$ cat config.mk
export PLATFORM = sky130hd
export DESIGN_NAME = dispenser_ctrl_gen2_flat
export DESIGN_NICKNAME = d
export VERILOG_FILES = /design/src/rtl/dispenser_ctrl_gen2_if.sv /design/src/rtl/dispenser_ctrl_gen2.sv /design/src/flat_wrapper.sv
export SDC_FILE = /design/constraint.sdc
export NUM_CORES = 1
export LEC_CHECK = 0
export CAP_MARGIN = 25
export CORE_MARGIN = 3
export CORE_UTILIZATION = 62
export CTS_CLUSTER_SIZE = 24
export DETAILED_ROUTE_END_ITERATION = 12
export HOLD_SLACK_MARGIN = 0.03
export PLACE_DENSITY = 0.83
export SLEW_MARGIN = 20
export SYNTH_ARGS = -nofsm -noshare
export SYNTH_HDL_FRONTEND = slang
export SYNTH_SLANG_ARGS = --single-unit
$ cat constraint.sdc
create_clock -name clk -period 5 [get_ports clk]
set_input_delay 1.5 -clock clk [delete_from_list [all_inputs] [get_ports clk]]
set_output_delay 1.5 -clock clk [all_outputs]
set_load 0.005 [all_outputs]
$ cat src/rtl/dispenser_ctrl_gen2_if.sv
// Bundles the dispenser controller's sensor inputs and its display/actuator
// outputs so the controller and its environment share one connection.
//   tank_full, draw        : raw inputs, asynchronous to the controller clock
//   heater_on, valve_open  : actuator enables
//   state_o                : encoded controller state
//   led                    : one-hot state bar plus tick blinker
//   digit4..digit1         : active-low 7-segment patterns, digit4 leftmost
// master = environment (drives sensors); slave = controller.
interface dispenser_ctrl_gen2_if;
    logic       tank_full;
    logic       draw;
    logic       heater_on;
    logic       valve_open;
    logic [2:0] state_o;
    logic [7:0] led;
    logic [6:0] digit4;
    logic [6:0] digit3;
    logic [6:0] digit2;
    logic [6:0] digit1;

    modport master (
        output tank_full, draw,
        input  heater_on, valve_open, state_o, led, digit4, digit3, digit2, digit1
    );

    modport slave (
        input  tank_full, draw,
        output heater_on, valve_open, state_o, led, digit4, digit3, digit2, digit1
    );
endinterface

$ cat src/rtl/dispenser_ctrl_gen2.sv
// Hot-water dispenser controller.
// Synchronises the tank-level and draw inputs through two flops each, runs a
// six-state FSM (EMPTY, HEATING, HOT, DRAWING, REHEAT, FAULT), times the
// heat/reheat/draw phases from a shared prescaled tick and drives the heater,
// the valve, a state LED bar and four 7-segment digits. Every output is a
// register loaded from the current state, so outputs trail the state by one
// clock.
// Ports:
//   clk  : clock
//   rst  : asynchronous active-high reset (also closes the valve at once)
//   bus  : slave side of dispenser_ctrl_gen2_if (sensors in, actuators and
//          display out)
module dispenser_ctrl_gen2 #(
    parameter int CLK_PER_TICK  = 50,
    parameter int HEAT_SECS     = 10,
    parameter int REHEAT_SECS   = 5,
    parameter int MAX_DRAW_SECS = 8,
    parameter int TW            = 16
) (
    input  logic                 clk,
    input  logic                 rst,
    dispenser_ctrl_gen2_if.slave bus
);

    localparam int              PW         = (CLK_PER_TICK > 1) ? $clog2(CLK_PER_TICK) : 1;
    localparam logic [PW-1:0]   PRESC_LAST = PW'(CLK_PER_TICK - 1);
    localparam int              SW         = (TW < 16) ? TW : 16;
    localparam logic [6:0]      SEG_BLANK  = 7'b1111111;
    localparam logic [6:0]      SEG_DASH   = 7'b1111110;
    localparam logic [6:0]      SEG_F      = 7'b0111000;

    typedef enum logic [2:0] {
        S_EMPTY   = 3'd0,
        S_HEATING = 3'd1,
        S_HOT     = 3'd2,
        S_DRAWING = 3'd3,
        S_REHEAT  = 3'd4,
        S_FAULT   = 3'd5
    } state_t;

    function automatic logic [6:0] hex7(input logic [3:0] n);
        logic [6:0] s;
        case (n)
            4'h0: s = 7'b0000001;
            4'h1: s = 7'b1001111;
            4'h2: s = 7'b0010010;
            4'h3: s = 7'b0000110;
            4'h4: s = 7'b1001100;
            4'h5: s = 7'b0100100;
            4'h6: s = 7'b0100000;
            4'h7: s = 7'b0001111;
            4'h8: s = 7'b0000000;
            4'h9: s = 7'b0000100;
            4'hA: s = 7'b0001000;
            4'hB: s = 7'b1100000;
            4'hC: s = 7'b0110001;
            4'hD: s = 7'b1000010;
            4'hE: s = 7'b0110000;
            default: s = 7'b0111000;
        endcase
        return s;
    endfunction

    // ---------------------------------------------------------------
    // Input synchronisers: bit 0 = tank_full, bit 1 = draw
    // ---------------------------------------------------------------
    logic [1:0] async_in;
    logic [1:0] sync_in;
    logic       full_s;
    logic       draw_s;

    assign async_in = {bus.draw, bus.tank_full};

    for (genvar gi = 0; gi < 2; gi++) begin : g_sync
        logic s1_q;
        logic s2_q;
        always_ff @(posedge clk or posedge rst) begin
            if (rst) begin
                s1_q <= 1'b0;
                s2_q <= 1'b0;
            end else begin
                s1_q <= async_in[gi];
                s2_q <= s1_q;
            end
        end
        assign sync_in[gi] = s2_q;
    end

    assign full_s = sync_in[0];
    assign draw_s = sync_in[1];

    // ---------------------------------------------------------------
    // State, timer and cup counter
    // ---------------------------------------------------------------
    state_t         state_q, state_d;
    logic [PW-1:0]  presc_q, presc_d;
    logic [TW-1:0]  remaining_q, remaining_d;
    logic [TW-1:0]  cups_q, cups_d;
    logic           tog_q, tog_d;
    logic           timed;
    logic           tick;
    logic           expiry;
    logic           cup_inc;

    assign timed  = (state_q == S_HEATING) || (state_q == S_DRAWING) || (state_q == S_REHEAT);
    assign tick   = timed && (presc_q == PRESC_LAST);
    // Expiry is the tick that would take remaining from 1 to 0.
    assign expiry = tick && (remaining_q == TW'(1));

    // State register
    always_ff @(posedge clk or posedge rst) begin
        if (rst) begin
            state_q <= S_EMPTY;
        end else begin
            state_q <= state_d;
        end
    end

    // Next-state logic; tank empty beats draw, draw beats expiry.
    always_comb begin
        state_d = state_q;
        cup_inc = 1'b0;
        case (state_q)
            S_EMPTY: begin
                if (full_s) state_d = S_HEATING;
            end
            S_HEATING: begin
                if (!full_s)     state_d = S_EMPTY;
                else if (expiry) state_d = S_HOT;
            end
            S_HOT: begin
                if (!full_s)     state_d = S_EMPTY;
                else if (draw_s) state_d = S_DRAWING;
            end
            S_DRAWING: begin
                if (!full_s) begin
                    state_d = S_EMPTY;
                end else if (!draw_s) begin
                    state_d = S_REHEAT;
                    cup_inc = 1'b1;
                end else if (expiry) begin
                    state_d = S_FAULT;
                end
            end
            S_REHEAT: begin
                if (!full_s)     state_d = S_EMPTY;
                else if (draw_s) state_d = S_DRAWING;
                else if (expiry) state_d = S_HOT;
            end
            S_FAULT: begin
                if (!full_s && !draw_s) state_d = S_EMPTY;
            end
            default: state_d = S_EMPTY;
        endcase
    end

    // Timer: any state change reloads (or zeroes) the timer, so a REHEAT ->
    // DRAWING redraw gets a fresh draw budget.
    always_comb begin
        presc_d     = '0;
        remaining_d = '0;
        if (state_d != state_q) begin
            case (state_d)
                S_HEATING: remaining_d = TW'(HEAT_SECS);
                S_REHEAT:  remaining_d = TW'(REHEAT_SECS);
                S_DRAWING: remaining_d = TW'(MAX_DRAW_SECS);
                default:   remaining_d = '0;
            endcase
        end else if (timed) begin
            if (tick) begin
                remaining_d = remaining_q - TW'(1);
            end else begin
                presc_d     = presc_q + PW'(1);
                remaining_d = remaining_q;
            end
        end
    end

    assign tog_d  = tog_q ^ tick;
    assign cups_d = (cup_inc && (cups_q != {TW{1'b1}})) ? cups_q + TW'(1) : cups_q;

    always_ff @(posedge clk or posedge rst) begin
        if (rst) begin
            presc_q     <= '0;
            remaining_q <= '0;
            cups_q      <= '0;
            tog_q       <= 1'b0;
        end else begin
            presc_q     <= presc_d;
            remaining_q <= remaining_d;
            cups_q      <= cups_d;
            tog_q       <= tog_d;
        end
    end

    // ---------------------------------------------------------------
    // Output logic (registered)
    // ---------------------------------------------------------------
    logic        heater_d, heater_q;
    logic        valve_d, valve_q;
    logic [2:0]  state_o_d, state_o_q;
    logic [7:0]  led_d, led_q;
    logic [TW-1:0] shown_src;
    logic [15:0] shown;
    logic [27:0] digits_q;

    always_comb begin
        heater_d  = (state_q == S_HEATING) || (state_q == S_REHEAT);
        valve_d   = (state_q == S_DRAWING);
        state_o_d = state_q;
        led_d     = 8'h00;
        case (state_q)
            S_EMPTY:   led_d[0] = 1'b1;
            S_HEATING: led_d[1] = 1'b1;
            S_HOT:     led_d[2] = 1'b1;
            S_DRAWING: led_d[3] = 1'b1;
            S_REHEAT:  led_d[4] = 1'b1;
            S_FAULT:   led_d[7] = 1'b1;
            default:   led_d    = 8'h00;
        endcase
        led_d[6] = tog_q;
    end

    // HOT shows the cup count; the timed states show remaining seconds.
    assign shown_src = (state_q == S_HOT) ? cups_q : remaining_q;
    assign shown     = 16'(shown_src[SW-1:0]);

    for (genvar gi = 0; gi < 4; gi++) begin : g_digit
        logic [6:0] seg_d;
        logic [6:0] seg_q;
        always_comb begin
            case (state_q)
                S_EMPTY: seg_d = SEG_DASH;
                S_FAULT: seg_d = (gi == 3) ? SEG_F : SEG_BLANK;
                default: seg_d = hex7(shown[gi*4 +: 4]);
            endcase
        end
        always_ff @(posedge clk or posedge rst) begin
            if (rst) begin
                seg_q <= SEG_BLANK;
            end else begin
                seg_q <= seg_d;
            end
        end
        assign digits_q[gi*7 +: 7] = seg_q;
    end

    always_ff @(posedge clk or posedge rst) begin
        if (rst) begin
            heater_q  <= 1'b0;
            valve_q   <= 1'b0;
            state_o_q <= 3'd0;
            led_q     <= 8'h00;
        end else begin
            heater_q  <= heater_d;
            valve_q   <= valve_d;
            state_o_q <= state_o_d;
            led_q     <= led_d;
        end
    end

    assign bus.heater_on  = heater_q;
    assign bus.valve_open = valve_q;
    assign bus.state_o    = state_o_q;
    assign bus.led        = led_q;
    assign bus.digit1     = digits_q[6:0];
    assign bus.digit2     = digits_q[13:7];
    assign bus.digit3     = digits_q[20:14];
    assign bus.digit4     = digits_q[27:21];

endmodule

$ cat src/flat_wrapper.sv
// flat-port wrapper written by rule: the top's interface ports become plain ports
module dispenser_ctrl_gen2_flat 
#(
    parameter int CLK_PER_TICK  = 50,
    parameter int HEAT_SECS     = 10,
    parameter int REHEAT_SECS   = 5,
    parameter int MAX_DRAW_SECS = 8,
    parameter int TW            = 16
)
  (clk, rst, bus_tank_full, bus_draw, bus_heater_on, bus_valve_open, bus_state_o, bus_led, bus_digit4, bus_digit3, bus_digit2, bus_digit1);
  dispenser_ctrl_gen2_if bus_i ();
  input  logic clk;
  input  logic rst;
  input wire logic [$bits(bus_i.tank_full)-1:0] bus_tank_full;
  input wire logic [$bits(bus_i.draw)-1:0] bus_draw;
  output wire logic [$bits(bus_i.heater_on)-1:0] bus_heater_on;
  output wire logic [$bits(bus_i.valve_open)-1:0] bus_valve_open;
  output wire logic [$bits(bus_i.state_o)-1:0] bus_state_o;
  output wire logic [$bits(bus_i.led)-1:0] bus_led;
  output wire logic [$bits(bus_i.digit4)-1:0] bus_digit4;
  output wire logic [$bits(bus_i.digit3)-1:0] bus_digit3;
  output wire logic [$bits(bus_i.digit2)-1:0] bus_digit2;
  output wire logic [$bits(bus_i.digit1)-1:0] bus_digit1;
  assign bus_i.tank_full = bus_tank_full;
  assign bus_i.draw = bus_draw;
  assign bus_heater_on = bus_i.heater_on;
  assign bus_valve_open = bus_i.valve_open;
  assign bus_state_o = bus_i.state_o;
  assign bus_led = bus_i.led;
  assign bus_digit4 = bus_i.digit4;
  assign bus_digit3 = bus_i.digit3;
  assign bus_digit2 = bus_i.digit2;
  assign bus_digit1 = bus_i.digit1;
  dispenser_ctrl_gen2 #(.CLK_PER_TICK(CLK_PER_TICK), .HEAT_SECS(HEAT_SECS), .REHEAT_SECS(REHEAT_SECS), .MAX_DRAW_SECS(MAX_DRAW_SECS), .TW(TW)) u_core (.clk(clk), .rst(rst), .bus(bus_i));
endmodule
==> results.json <==
{
  "crit_type": "flop to flop",
  "timing.hold.ws_ns": 0.357,
  "yosysWarnings": 0,
  "post-route-period-util_pct": 62.3,
  "cp_num_buf_inv": 2,
  "detail_route.wl_per_cell_um": 15.9,
  "ys.flop_type": "dfrtp_1",
  "pwr-share-clk_pct": 32.7,
  "slowest_delay_ns": 0.69,
  "route.detailed.drc": 0,
  "vias": 3442,
  "clock_latency_ns": 0.35,
  "rsz0062_at_grt": "false",
  "max_clock_freq_ghz": 0.321,
  "cp-end-kind": "flop",
  "slew_headroom_pct": 31.1,
  "p_per_area_nw_per_um2": 252,
  "clock_sinks": 85,
  "peakVddDrop_mv": 0.172,
  "startpoint_type": "flop",
  "cts_tree": "built",
  "dpl_cell_area_um2": 5140,
  "synth.top_cell.area_share_pct": 30.5,
  "worst_pin_slew_ns": 1.01,
  "fin_total_pwr_mw": 1.34,
  "grt_pass1_vias": 3340,
  "p_switching_mw": 0.329,
  "pin_count": 45,
  "postRouteAntennaNets": 0,
  "drt_iter0_markers": 170,
  "cts_root_buffer": "clkbuf_8",
  "placeableCoreArea_um2": 7290,
  "highest_layer": "met4",
  "cts_made_buffers": 9,
  "finalInstanceArea_um2": 5330,
  "cts_setup_buffers": 0,
  "drive_gt1_share_pct": 14.8,
  "multi_input_area_um2": 2340,
  "drt-met1-wl_mm": 4.32,
  "grt_pass1_wl_mm": 15.8,
  "place_inst": 573,
  "cts_buffer_depth": 2,
  "dp_hpwl_mm": 6.69,
  "wl_met3_um": 387,
  "synthCells": 447,
  "initial_utilization_pct": 64.1,
  "nets": 521,
  "antenna-diode-count": 0,
  "yosysTopAreaCell": "dfrtp_1",
  "setup_violations": 0,
  "yosysUniqueCellTypes": 60,
  "antenna_found_initial": 0,
  "fin_setup_tns_ns": 0,
  "wirelength_mm": 9.41,
  "status": "finished clean",
  "cts_resized": 0,
  "async_reset_ff_share_pct": 100,
  "final-hold-violation-count": 0,
  "power.internal_mw": 1.01,
  "numPortBuffers": 43,
  "synth_area_um2": 4680,
  "syn_to_final_growth_pct": 14.0,
  "fillCellCount": 557,
  "crit_required_ns": 5.28,
  "fp.dieH_um": 92.9,
  "hold_path.class": "flop to flop",
  "grtUsageTotal_pct": 23.1,
  "worst_clock_skew_ns": 0.0124,
  "crit_slowest_cell": "dfrtp_1",
  "cts-htree-levels": 3,
  "fin_cells": 592,
  "die_w_um": 92.9,
  "p_sw_share_pct": 24.5,
  "overflow": 0,
  "comb_power_share_pct": 11.7,
  "grt_start_max_net_pins": 49,
  "cp.arrival_ns": 3.40,
  "synth-seq-area-share_pct": 46.2,
  "clkTransAtPathRegs_ns": 0.09,
  "viasPerCell": 5.81,
  "synth_area_leaders": "dfrtp_1 30%, dfstp_2 16%, ha_1 7.8%",
  "regArea_um2": 2160,
  "wl_met2_mm": 4.56,
  "synth.ff_latch_count": 85,
  "period_minus_slack_ns": 3.11,
  "path_cells": "nor3b_4, buf_4, mux2i_1, inv_1, ha_1, mux4_2, or2_2",
  "rows": 31,
  "synth-edff-count": 0,
  "drv_slew": 0,
  "power_frac_seq_pct": 55.6,
  "critical_path.top_delay_family": "multiplexers",
  "leakagePower_nw": 2.34,
  "synth.avg_cell_area_um2": 10.5,
  "cts.hold.buffers_added": 0,
  "syn-num-nets": 480,
  "place_congestion": 0.904,
  "critPathMaxFanout": 23,
  "die_area_um2": 8620,
  "worst-r2r-setup-slack_ns": 1.89,
  "firstDrtPassIters": 4,
  "cap_violations": 0
}
cells in the final DEF (no fill, tap or decap), types with 5 or more instances in the layout:
cell             count
nand2_1             33
o21ai_0             22
o221ai_1             5
xor2_1              16
mux2_2               8
a21oi_1             19
nor2_1              42
inv_1               16
a31oi_1              5
clkdlybuf4s50_1     43
dfstp_2             28
dfrtp_1             57
ha_1                29
nand3_1             14
nor2b_1              9
mux2i_1             19
and3_1               7
xnor2_1             18
nor3_1               9
clkbuf_8            11
cell type report:
type,instances,share of cell area (%)
tap,99,2.32
inverter,17,1.22
clock inverter,2,0.188
multi-input combinational,327,44.0
timing repair buffer,48,8.69
clock buffer,14,3.05
sequential,85,40.6
sequential cells by signal, indices dropped and copies added, names as in the netlist, 2 cells and up:
register and flops:
u_core.g_sync.s1_q 2, u_core.bus.digit4 7, u_core.bus.led 7, u_core.bus.digit2 7
u_core.bus.digit1 7, u_core.bus.digit3 7, u_core.bus.state_o 3, u_core.presc_q 6
u_core.state_o_d 3, u_core.remaining_q 16, u_core.cups_q 16
through the flow:
stage | utilization (%) | setup slack [ns]
2_1_floorplan | - | 1.35
3_3_place_gp | 70.5 | 2.01
3_5_place_dp | 70.5 | 1.92
4_1_cts | 72.9 | 1.88
5_1_grt | 73.1 | 1.58
6_report | 73.1 | 1.89
kinds of logic after synthesis:
logic type,count (synthesis),synth area share [%]
AND/OR/NAND/NOR,150,17.2
AO/OA/AOI/OAI,85,12.3
flip-flops,85,46.2
buffers and inverters,35,3.66
XOR/XNOR,34,6.37
adder cells (fa/ha/maj),29,7.76
multiplexers,28,6.47
other,1,0.0802
synth_stat cells (2+ instances only):
cell type / instances
dfrtp_1: 57
nor2_1: 42
nand2_1: 33
ha_1: 29
dfstp_2: 28
o21ai_0: 22
a21oi_1: 19
mux2i_1: 19
xnor2_1: 18
inv_1: 17
xor2_1: 16
nand3_1: 14
nor2b_1: 9
nor3_1: 9
mux2_2: 8
and3_1: 7
clkbuf_1: 6
a31oi_1: 5
buf_2: 5
buf_4: 5
o221ai_1: 5
and4_1: 4
nand2b_1: 4
o211ai_1: 4
or2_2: 4
a221o_1: 3
and2_1: 3
nand3b_1: 3
nor4_1: 3
o21a_1: 3
o22a_1: 3
o311ai_0: 3
a21o_1: 2
a22oi_1: 2
buf_6: 2
nand4b_1: 2
o21bai_1: 2
o22ai_1: 2
o31ai_1: 2
or3_1: 2
or4_4: 2
worst reg2reg max path, delay by kind of cell, from the launching register on:
kind,cells,cell delay [ns]
simple gates,2,0.54
mux,2,1.05
fa+ha+maj,1,0.28
flops,1,0.69
buf+inv,2,0.51
routing by layer:
layer	GRT usage, %	vias to the layer above
li1	-	1649
met1	31.3	1690
met2	37.2	89
met3	3.74	14
met4	9.40	0
met5	0	-
power by group through the flow:
stage | Combinational (mW) | Clock [mW] | Sequential [mW]
floorplan | 0.0895 | 0 | 0.757
global placement | 0.153 | 0 | 0.759
detailed placement | 0.158 | 0 | 0.761
CTS | 0.158 | 0.445 | 0.747
global route | 0.175 | 0.472 | 0.752
finish | 0.157 | 0.439 | 0.747
path summary, 6_finish.rpt:
kind,endpoint,cells past startpoint,start
setup / recovery,u_core.bus.digit4[3],7,u_core.state_o_d[1]
hold / removal,u_core.draw_s,0,u_core.g_sync[1].s1_q
setup reg to reg,u_core.bus.digit4[3],7,u_core.state_o_d[1]
hold reg to reg,u_core.draw_s,0,u_core.g_sync[1].s1_q
max in group asynchronous,u_core.bus.digit3[0],3,rst
min in group asynchronous,u_core.bus.led[7],2,rst
Power figures use the tool's default switching activity.
